`src/rtl/executor_mul_seq_if.sv`:
```
// Command/response bundle between an issuing stage and the sequential multiplier.
// The master issues multiplies; the slave (executor_mul_seq) returns the result and flags.
interface executor_mul_seq_if;
    logic        start;
    logic        flush;
    logic [31:0] op_a;
    logic [31:0] op_b;
    logic [31:0] op_acc;
    logic        accumulate;
    logic        set_flags;
    logic        busy;
    logic        done;
    logic [31:0] result;
    logic        N;
    logic        Z;
    logic        flags_we;

    modport master (
        output start, flush, op_a, op_b, op_acc, accumulate, set_flags,
        input  busy, done, result, N, Z, flags_we
    );

    modport slave (
        input  start, flush, op_a, op_b, op_acc, accumulate, set_flags,
        output busy, done, result, N, Z, flags_we
    );
endinterface

```
`src/rtl/executor_mul_seq.sv`:
```
// Shift-and-add MUL/MLA sequencer that borrows the shared ALU for one add per multiplier bit.
// Iteration stops early once the remaining multiplier bits are all zero.
module executor_mul_seq (
    input  logic                clk,
    input  logic                rst_n,
    executor_mul_seq_if.slave   mif,
    output logic                alu_en,
    output logic [3:0]          alu_opcode,
    output logic [31:0]         alu_op1,
    output logic [31:0]         alu_op2,
    output logic                alu_c_in,
    input  logic [31:0]         alu_result
);
    localparam logic [3:0] OP_OP1 = 4'h0;
    localparam logic [3:0] OP_ADD = 4'h8;

    typedef enum logic [1:0] {IDLE, ITER, DONE} state_t;

    state_t      state, state_nx;
    logic [31:0] acc;
    logic [31:0] mcand;
    logic [31:0] mplr;
    logic [4:0]  cnt;
    logic        s;

    logic in_iter, in_done, last_iter;

    assign in_iter   = (state == ITER);
    assign in_done   = (state == DONE);
    // mplr[31:1]==0 means this cycle consumes the highest remaining multiplier bit
    assign last_iter = (mplr[31:1] == 31'd0) || (cnt == 5'd31);

    always_ff @(posedge clk or negedge rst_n) begin
        if (!rst_n) begin
            state <= IDLE;
            acc   <= '0;
            mcand <= '0;
            mplr  <= '0;
            cnt   <= '0;
            s     <= 1'b0;
        end else begin
            state <= state_nx;
            if (state == IDLE && mif.start && !mif.flush) begin
                mcand <= mif.op_a;
                mplr  <= mif.op_b;
                acc   <= mif.accumulate ? mif.op_acc : 32'd0;
                s     <= mif.set_flags;
                cnt   <= '0;
            end else if (in_iter && !mif.flush) begin
                acc   <= alu_result;
                mcand <= {mcand[30:0], 1'b0};
                mplr  <= {1'b0, mplr[31:1]};
                cnt   <= cnt + 5'd1;
            end
        end
    end

    always_comb begin
        state_nx = state;
        case (state)
            IDLE:    if (mif.start) state_nx = ITER;
            ITER:    if (last_iter) state_nx = DONE;
            DONE:    state_nx = IDLE;
            default: state_nx = IDLE;
        endcase
        // Abort wins over everything, including a same-cycle start
        if (mif.flush) state_nx = IDLE;
    end

    always_comb begin
        alu_en       = in_iter;
        alu_opcode   = (in_iter && mplr[0]) ? OP_ADD : OP_OP1;
        alu_op1      = in_iter ? acc   : 32'd0;
        alu_op2      = in_iter ? mcand : 32'd0;
        alu_c_in     = 1'b0;
        mif.busy     = (state != IDLE);
        mif.done     = in_done;
        mif.result   = in_done ? acc : 32'd0;
        mif.N        = in_done & acc[31];
        mif.Z        = in_done & (acc == 32'd0);
        mif.flags_we = in_done & s;
    end
endmodule

```
`src/flat_wrapper.sv`:
```
// flat-port wrapper written by rule: the top's interface ports become plain ports
module executor_mul_seq_flat 
  (clk, rst_n, alu_en, alu_opcode, alu_op1, alu_op2, alu_c_in, alu_result, mif_start, mif_flush, mif_op_a, mif_op_b, mif_op_acc, mif_accumulate, mif_set_flags, mif_busy, mif_done, mif_result, mif_N, mif_Z, mif_flags_we);
  executor_mul_seq_if mif_i ();
  input  logic clk;
  input  logic rst_n;
  output logic alu_en;
  output logic [3:0] alu_opcode;
  output logic [31:0] alu_op1;
  output logic [31:0] alu_op2;
  output logic alu_c_in;
  input  logic [31:0] alu_result;
  input wire logic [$bits(mif_i.start)-1:0] mif_start;
  input wire logic [$bits(mif_i.flush)-1:0] mif_flush;
  input wire logic [$bits(mif_i.op_a)-1:0] mif_op_a;
  input wire logic [$bits(mif_i.op_b)-1:0] mif_op_b;
  input wire logic [$bits(mif_i.op_acc)-1:0] mif_op_acc;
  input wire logic [$bits(mif_i.accumulate)-1:0] mif_accumulate;
  input wire logic [$bits(mif_i.set_flags)-1:0] mif_set_flags;
  output wire logic [$bits(mif_i.busy)-1:0] mif_busy;
  output wire logic [$bits(mif_i.done)-1:0] mif_done;
  output wire logic [$bits(mif_i.result)-1:0] mif_result;
  output wire logic [$bits(mif_i.N)-1:0] mif_N;
  output wire logic [$bits(mif_i.Z)-1:0] mif_Z;
  output wire logic [$bits(mif_i.flags_we)-1:0] mif_flags_we;
  assign mif_i.start = mif_start;
  assign mif_i.flush = mif_flush;
  assign mif_i.op_a = mif_op_a;
  assign mif_i.op_b = mif_op_b;
  assign mif_i.op_acc = mif_op_acc;
  assign mif_i.accumulate = mif_accumulate;
  assign mif_i.set_flags = mif_set_flags;
  assign mif_busy = mif_i.busy;
  assign mif_done = mif_i.done;
  assign mif_result = mif_i.result;
  assign mif_N = mif_i.N;
  assign mif_Z = mif_i.Z;
  assign mif_flags_we = mif_i.flags_we;
  executor_mul_seq u_core (.clk(clk), .rst_n(rst_n), .mif(mif_i), .alu_en(alu_en), .alu_opcode(alu_opcode), .alu_op1(alu_op1), .alu_op2(alu_op2), .alu_c_in(alu_c_in), .alu_result(alu_result));
endmodule
```
`config.mk`:
```
export PLATFORM = sky130hd
export DESIGN_NAME = executor_mul_seq_flat
export DESIGN_NICKNAME = d
export VERILOG_FILES = /design/src/rtl/executor_mul_seq_if.sv /design/src/rtl/executor_mul_seq.sv /design/src/flat_wrapper.sv
export SDC_FILE = /design/constraint.sdc
export NUM_CORES = 1
export LEC_CHECK = 0
export ABC_CLOCK_PERIOD_IN_PS = 1670
export CORE_ASPECT_RATIO = 2
export CORE_MARGIN = 5
export CORE_UTILIZATION = 40
export CTS_BUF_LIST = sky130_fd_sc_hd__clkbuf_8
export CTS_CLUSTER_DIAMETER = 50
export DETAILED_ROUTE_END_ITERATION = 6
export GPL_TIMING_DRIVEN = 0
export PLACE_DENSITY = 0.79
export SETUP_SLACK_MARGIN = 0.05
export SLEW_MARGIN = 20
export SYNTH_ARGS = -nofsm -noshare
export SYNTH_HDL_FRONTEND = slang
export SYNTH_SLANG_ARGS = --single-unit
```
`constraint.sdc`:
```
create_clock -name clk -period 1.67 [get_ports clk]
set_input_delay 0.2505 -clock clk [delete_from_list [all_inputs] [get_ports clk]]
set_output_delay 0.2505 -clock clk [all_outputs]
set_load 0.02 [all_outputs]
```
=== Yosys cells after proc, flatten, opt, wreduce, memory -nomap -nowiden ===
Index checks and enable logic that the tools add are counted.

* Add/sub/neg operators: 1
* Equality and inequality tests: 5
* Multiplexer cells: 17
* Bitwise operators: 3
* Reductions and logical operators: 12

{| class="wikitable"
|+ Operator list
! operator !! number
|-
| 32-bit 2-to-1 mux || 10
|-
| 32-bit zero test || 1
|-
| 31-bit zero test || 1
|-
| 5-bit 2-to-1 mux || 2
|-
| 2-bit 2-to-1 mux || 3
|-
| 3-bit inequality test (second input constant) || 2
|-
| 5-bit by 1-bit adder with 5-bit output (second input constant) || 1
|-
| 5-bit equality test (second input constant) || 1
|-
| 1-bit logical AND || 4
|-
| 4-bit 2-to-1 mux || 1
|-
| 2-bit one-hot mux with 2 select lines || 1
|-
| 2-bit nonzero test || 2
|-
| 1-bit AND || 3
|-
| 2-bit by 1-bit equality test with 1-bit output (second input constant) || 1
|-
| 2-bit equality test (second input constant) || 1
|-
| 2-bit zero test || 1
|-
| 2-bit AND reduction || 1
|-
| 1-bit zero test || 1
|-
| 1-bit logical OR || 1
|}

* Flip-flop bits (word level): 104
* Word-level logic and storage cells: 44

=== Depth between registers and ports, before layout ===
* Word-level depth: 5
* Mapped depth: 7

=== Least setup slack after synthesis ===
No wires, ideal clock.

* Kind: reg2reg
* Start point: register u_core.state[0]
* End point: register u_core.mplr[23]
* Arrival: 1,616 ps
* Path slack: -73 ps
* Stages on the path, launching flop included: 8
* Buffers on the path: 3
* Clock period less this slack: 1,743 ps
* Path through: dfrtp_1 or2_1 or3b_1 buf_2 buf_6 buf_6 nor2_1 a31oi_1

* Word-level cells in the longest chain between the ends: 4
* Elaborated cells on any way between the ends: 7

{| class="wikitable"
|+ RTL lines
! item !! RTL line !! text
|-
| from (decl) || executor_mul_seq.sv:19 || <nowiki>state_t state, state_nx;</nowiki>
|-
| from (signal assigned) || executor_mul_seq.sv:42 || <nowiki>state <= state_nx;</nowiki>
|-
| 2-bit zero test || executor_mul_seq.sv:43 || <nowiki>if (state == IDLE && mif.start && !mif.flush) begin</nowiki>
|-
| 1-bit logical AND (2 in series) || executor_mul_seq.sv:43 ||
|-
| 32-bit 2-to-1 mux or 2-bit nonzero test (tied branches) || n/a ||
|-
| to (signal assigned) || executor_mul_seq.sv:45 || <nowiki>mplr <= mif.op_b;</nowiki>
|-
| to (signal assigned) || executor_mul_seq.sv:52 || <nowiki>mplr <= {1'b0, mplr[31:1]};</nowiki>
|-
| to (decl) || executor_mul_seq.sv:22 || <nowiki>logic [31:0] mplr;</nowiki>
|}

Parallel ways exist; a longest one is shown, timed or not.
A chain may end at the register's enable or synchronous reset.

=== Worst setup path after layout ===
* Start point: register u_core.state[0]
* End point: output port alu_op1[11]

* Word-level cells in the longest chain between the ends: 2

{| class="wikitable"
|+ RTL lines
! item !! RTL line !! text
|-
| 2-bit by 1-bit equality test with 1-bit output || executor_mul_seq.sv:28 || <nowiki>assign in_iter = (state == ITER);</nowiki>
|-
| 32-bit 2-to-1 mux || executor_mul_seq.sv:73 || <nowiki>alu_op1 = in_iter ? acc : 32'd0;</nowiki>
|-
| to (decl) || flat_wrapper.sv:9 || <nowiki>output logic [31:0] alu_op1;</nowiki>
|}

No other way between the ends.

==> results.toml <==
[placement]
place_area_um2 = 8280
dp_hpwl_um = 16200
port_buffers = 236
pre_cts_ws_ps = -1100
dp.cells = 1123
place.gp.congestion = 0.876

[sta]
period_minus_slack_ps = 2000
holdWs_ps = 285
finalCritPeriodShare_pct = 120
worst_pin_slew_ps = 930
hold_viol = 0
setup_viol = 196
fin_skew_ps = 27.9
slew_headroom_pct = 38.0
final-max-slew-violation-count = 0
rsz0062_at_grt = "true"
fin_setup_tns_ps = -45450
worst_slack_ps = -327
fmax_mhz = 501

[routing]
firstDrtPassIters = 5
met3_length_um = 1270
met1_length_um = 8120
routed_wirelength_um = 24000
vias = 6401
avgRoutedWirePerCell_um = 20.5
dr.max_layer_used = "met4"
met2_length_um = 13200
viasPerCell = 5.47
drc = 0
ant_nets = 0
drtIter0Drc = 309

[grt]
grt_pass1_vias = 6245
grt_pass1_wl_um = 33400
groute.usage.overall_pct = 25.9
antenna_found_initial = 3
grt_max_degree = 72
grt_overflow = 0

[clock_tree]
ctsLongestPathBuffers = 2
cts.clk_slew.worst_paths_ps = 120
cts_tree = "yes"
htree_num_levels = 3
cts-root-buf = "clkbuf_8"
cts_made_buffers = 9
clk_latency_ps = 400
cts.sinks = 104

[layout]
final_nets = 1110
layout_common_cells = "nand2_1, clkdlybuf4s50_1, dfrtp_1, buf_6, buf_4"
stdcell_area_um2 = 10000
drive_above_1_share_pct = 35.5
fin_util_pct = 72.3
regArea_um2 = 2600
multi_input_area_um2 = 3590
fillers = 992
area_growth_syn_to_layout_pct = 78.4
instances_no_fill = 1171
mostFrequentLayoutCell = "nand2_1"

[setup_path]
path_buf_inv = 3
cp-startpoint = "u_core.state[0]"
path_class = "reg -> out"
r2r-start = "u_core.state[0]"
crit_cells = 5
slowest_stage = "dfrtp_1"
required_ps = 1420
crit_path_end = "alu_op1[11]"
rrSetupSlack_ps = -300
critical_path.cell_chain = "nor2b_4, buf_8, clkbuf_8, and2_1, buf_4"
reg2regPathDepth = 8
start_kind = "flip-flop"
arrival_ps = 1750
crit_family = "buffers and inverters"
worstReg2RegEnd = "u_core.acc[29]"
worstSetupEndpointType = "primary output"
max_stage_delay_ps = 430
worst-path-max-fanout = 10

[floorplanning]
initial_core_util_pct = 40.5
core.rowCount = 61
ios = 241
die_w_um = 93.9
die_y_um = 178
die_area_um2 = 16700
core_area_um2 = 13900

[logic_synthesis]
synth_area_leaders = "dfrtp_1, nand2_1, and2_1"
yosysSeqAreaShare_pct = 46.3
synth_top_area_cell = "dfrtp_1"
synth_cell_types = 32
avgSynthCellArea_um2 = 8.11
netlist_area_um2 = 5630
syn_inst = 694
synth_warnings = 0
ys_ff_latch = 104
synth_top_area_share_pct = 46.3

[power]
powerDensity_nw_per_um2 = 868
power_switching_mw = 3.19
pwr-share-clk_pct = 19.1
ir_drop_uv = 660
combinationalPowerShare_pct = 37.9
leakage_nw = 4.30
swShare_pct = 36.6
p_int_mw = 5.53
seqPwrFrac_pct = 43.0
power.total_mw = 8.71

[outcome]
status = "finished, violations left"
violations = "setup timing"

[hold_path]
hold_path_class = "in -> async"

[run]
maxCapViolCount = 0
final cells by class:
class	count	share of cell area, %
diodes	3	0.0748
plain buffers	61	6.57
clock buffers	9	1.23
clock inverters	7	0.785
multi-input cells	531	35.8
flip-flops and latches	104	25.9
well taps	189	2.36
repair buffers	267	27.3
registers in the layout, indices dropped and copies added (netlist names):
signal / count
u_core.acc: 32
u_core.cnt: 5
u_core.mcand: 32
u_core.mplr: 32
u_core.s: 1
u_core.state: 2
cells in the mapped netlist, drive strengths merged:
cell type	instances
a22oi	1
buf	26
a22o	2
a32oi	1
nor3	2
nand2b	1
xor2	2
nor3b	1
conb	1
a31oi	92
nor4b	1
and2	98
ha	2
nor4	15
nand4	4
o31ai	1
or3b	1
nand3	1
o21a	1
xnor2	1
nand2	197
a21oi	33
nor2	66
nor2b	2
dfrtp	104
and3	1
clkbuf	36
or2	1
what timing repair did:
action | CTS | global route
pin swaps | 8 | 3
setup endpoints to repair | 204 | 207
buffers inserted | 14 | 7
hold buffers | 1 | 0
hold endpoints to repair | 33 | 0
resized for setup | 622 | 221
cloned | 5 | 3
logic make-up (layout without fill, tap and decap cells):
kind of cell / count (synthesis) / after routing / share of synthesized area [%]
and+or+nand+nor: 391 / 391 / 31.8
AOI/OAI and AO/OA: 131 / 131 / 14.3
DFF: 104 / 104 / 46.3
buffers and inverters: 62 / 344 / 6.67
xor gates and xnor gates: 3 / 3 / 0.467
adders and majority gates: 2 / 2 / 0.445
other: 1 / 7 / 0.0667
power by group through the flow:
stage / registers, mW / logic, mW / clock network, mW
2_1_floorplan: 3.52 / 1.42 / 0
3_3_place_gp: 3.71 / 2.43 / 0
3_5_place_dp: 3.73 / 2.49 / 0
4_1_cts: 3.69 / 2.76 / 1.68
5_1_grt: 3.81 / 3.53 / 1.77
6_report: 3.75 / 3.30 / 1.66
how the worst min path moves through the flow:
stage,start,to,cells past startpoint
final,rst_n,u_core.mcand[17],2
after global routing,rst_n,u_core.mcand[17],2
after CTS,rst_n,u_core.mcand[17],2
after detailed placement,rst_n,u_core.mcand[17],1
after global placement,u_core.s,u_core.s,2
after floorplan,rst_n,u_core.acc[0],0
metal layers:
layer  vias to the layer above  track usage, %
li1                       2886               -
met1                      3147            27.7
met2                       286            47.7
met3                        82            4.12
met4                         0            13.4
met5                         -               0
Power figures use the tool's default switching activity.
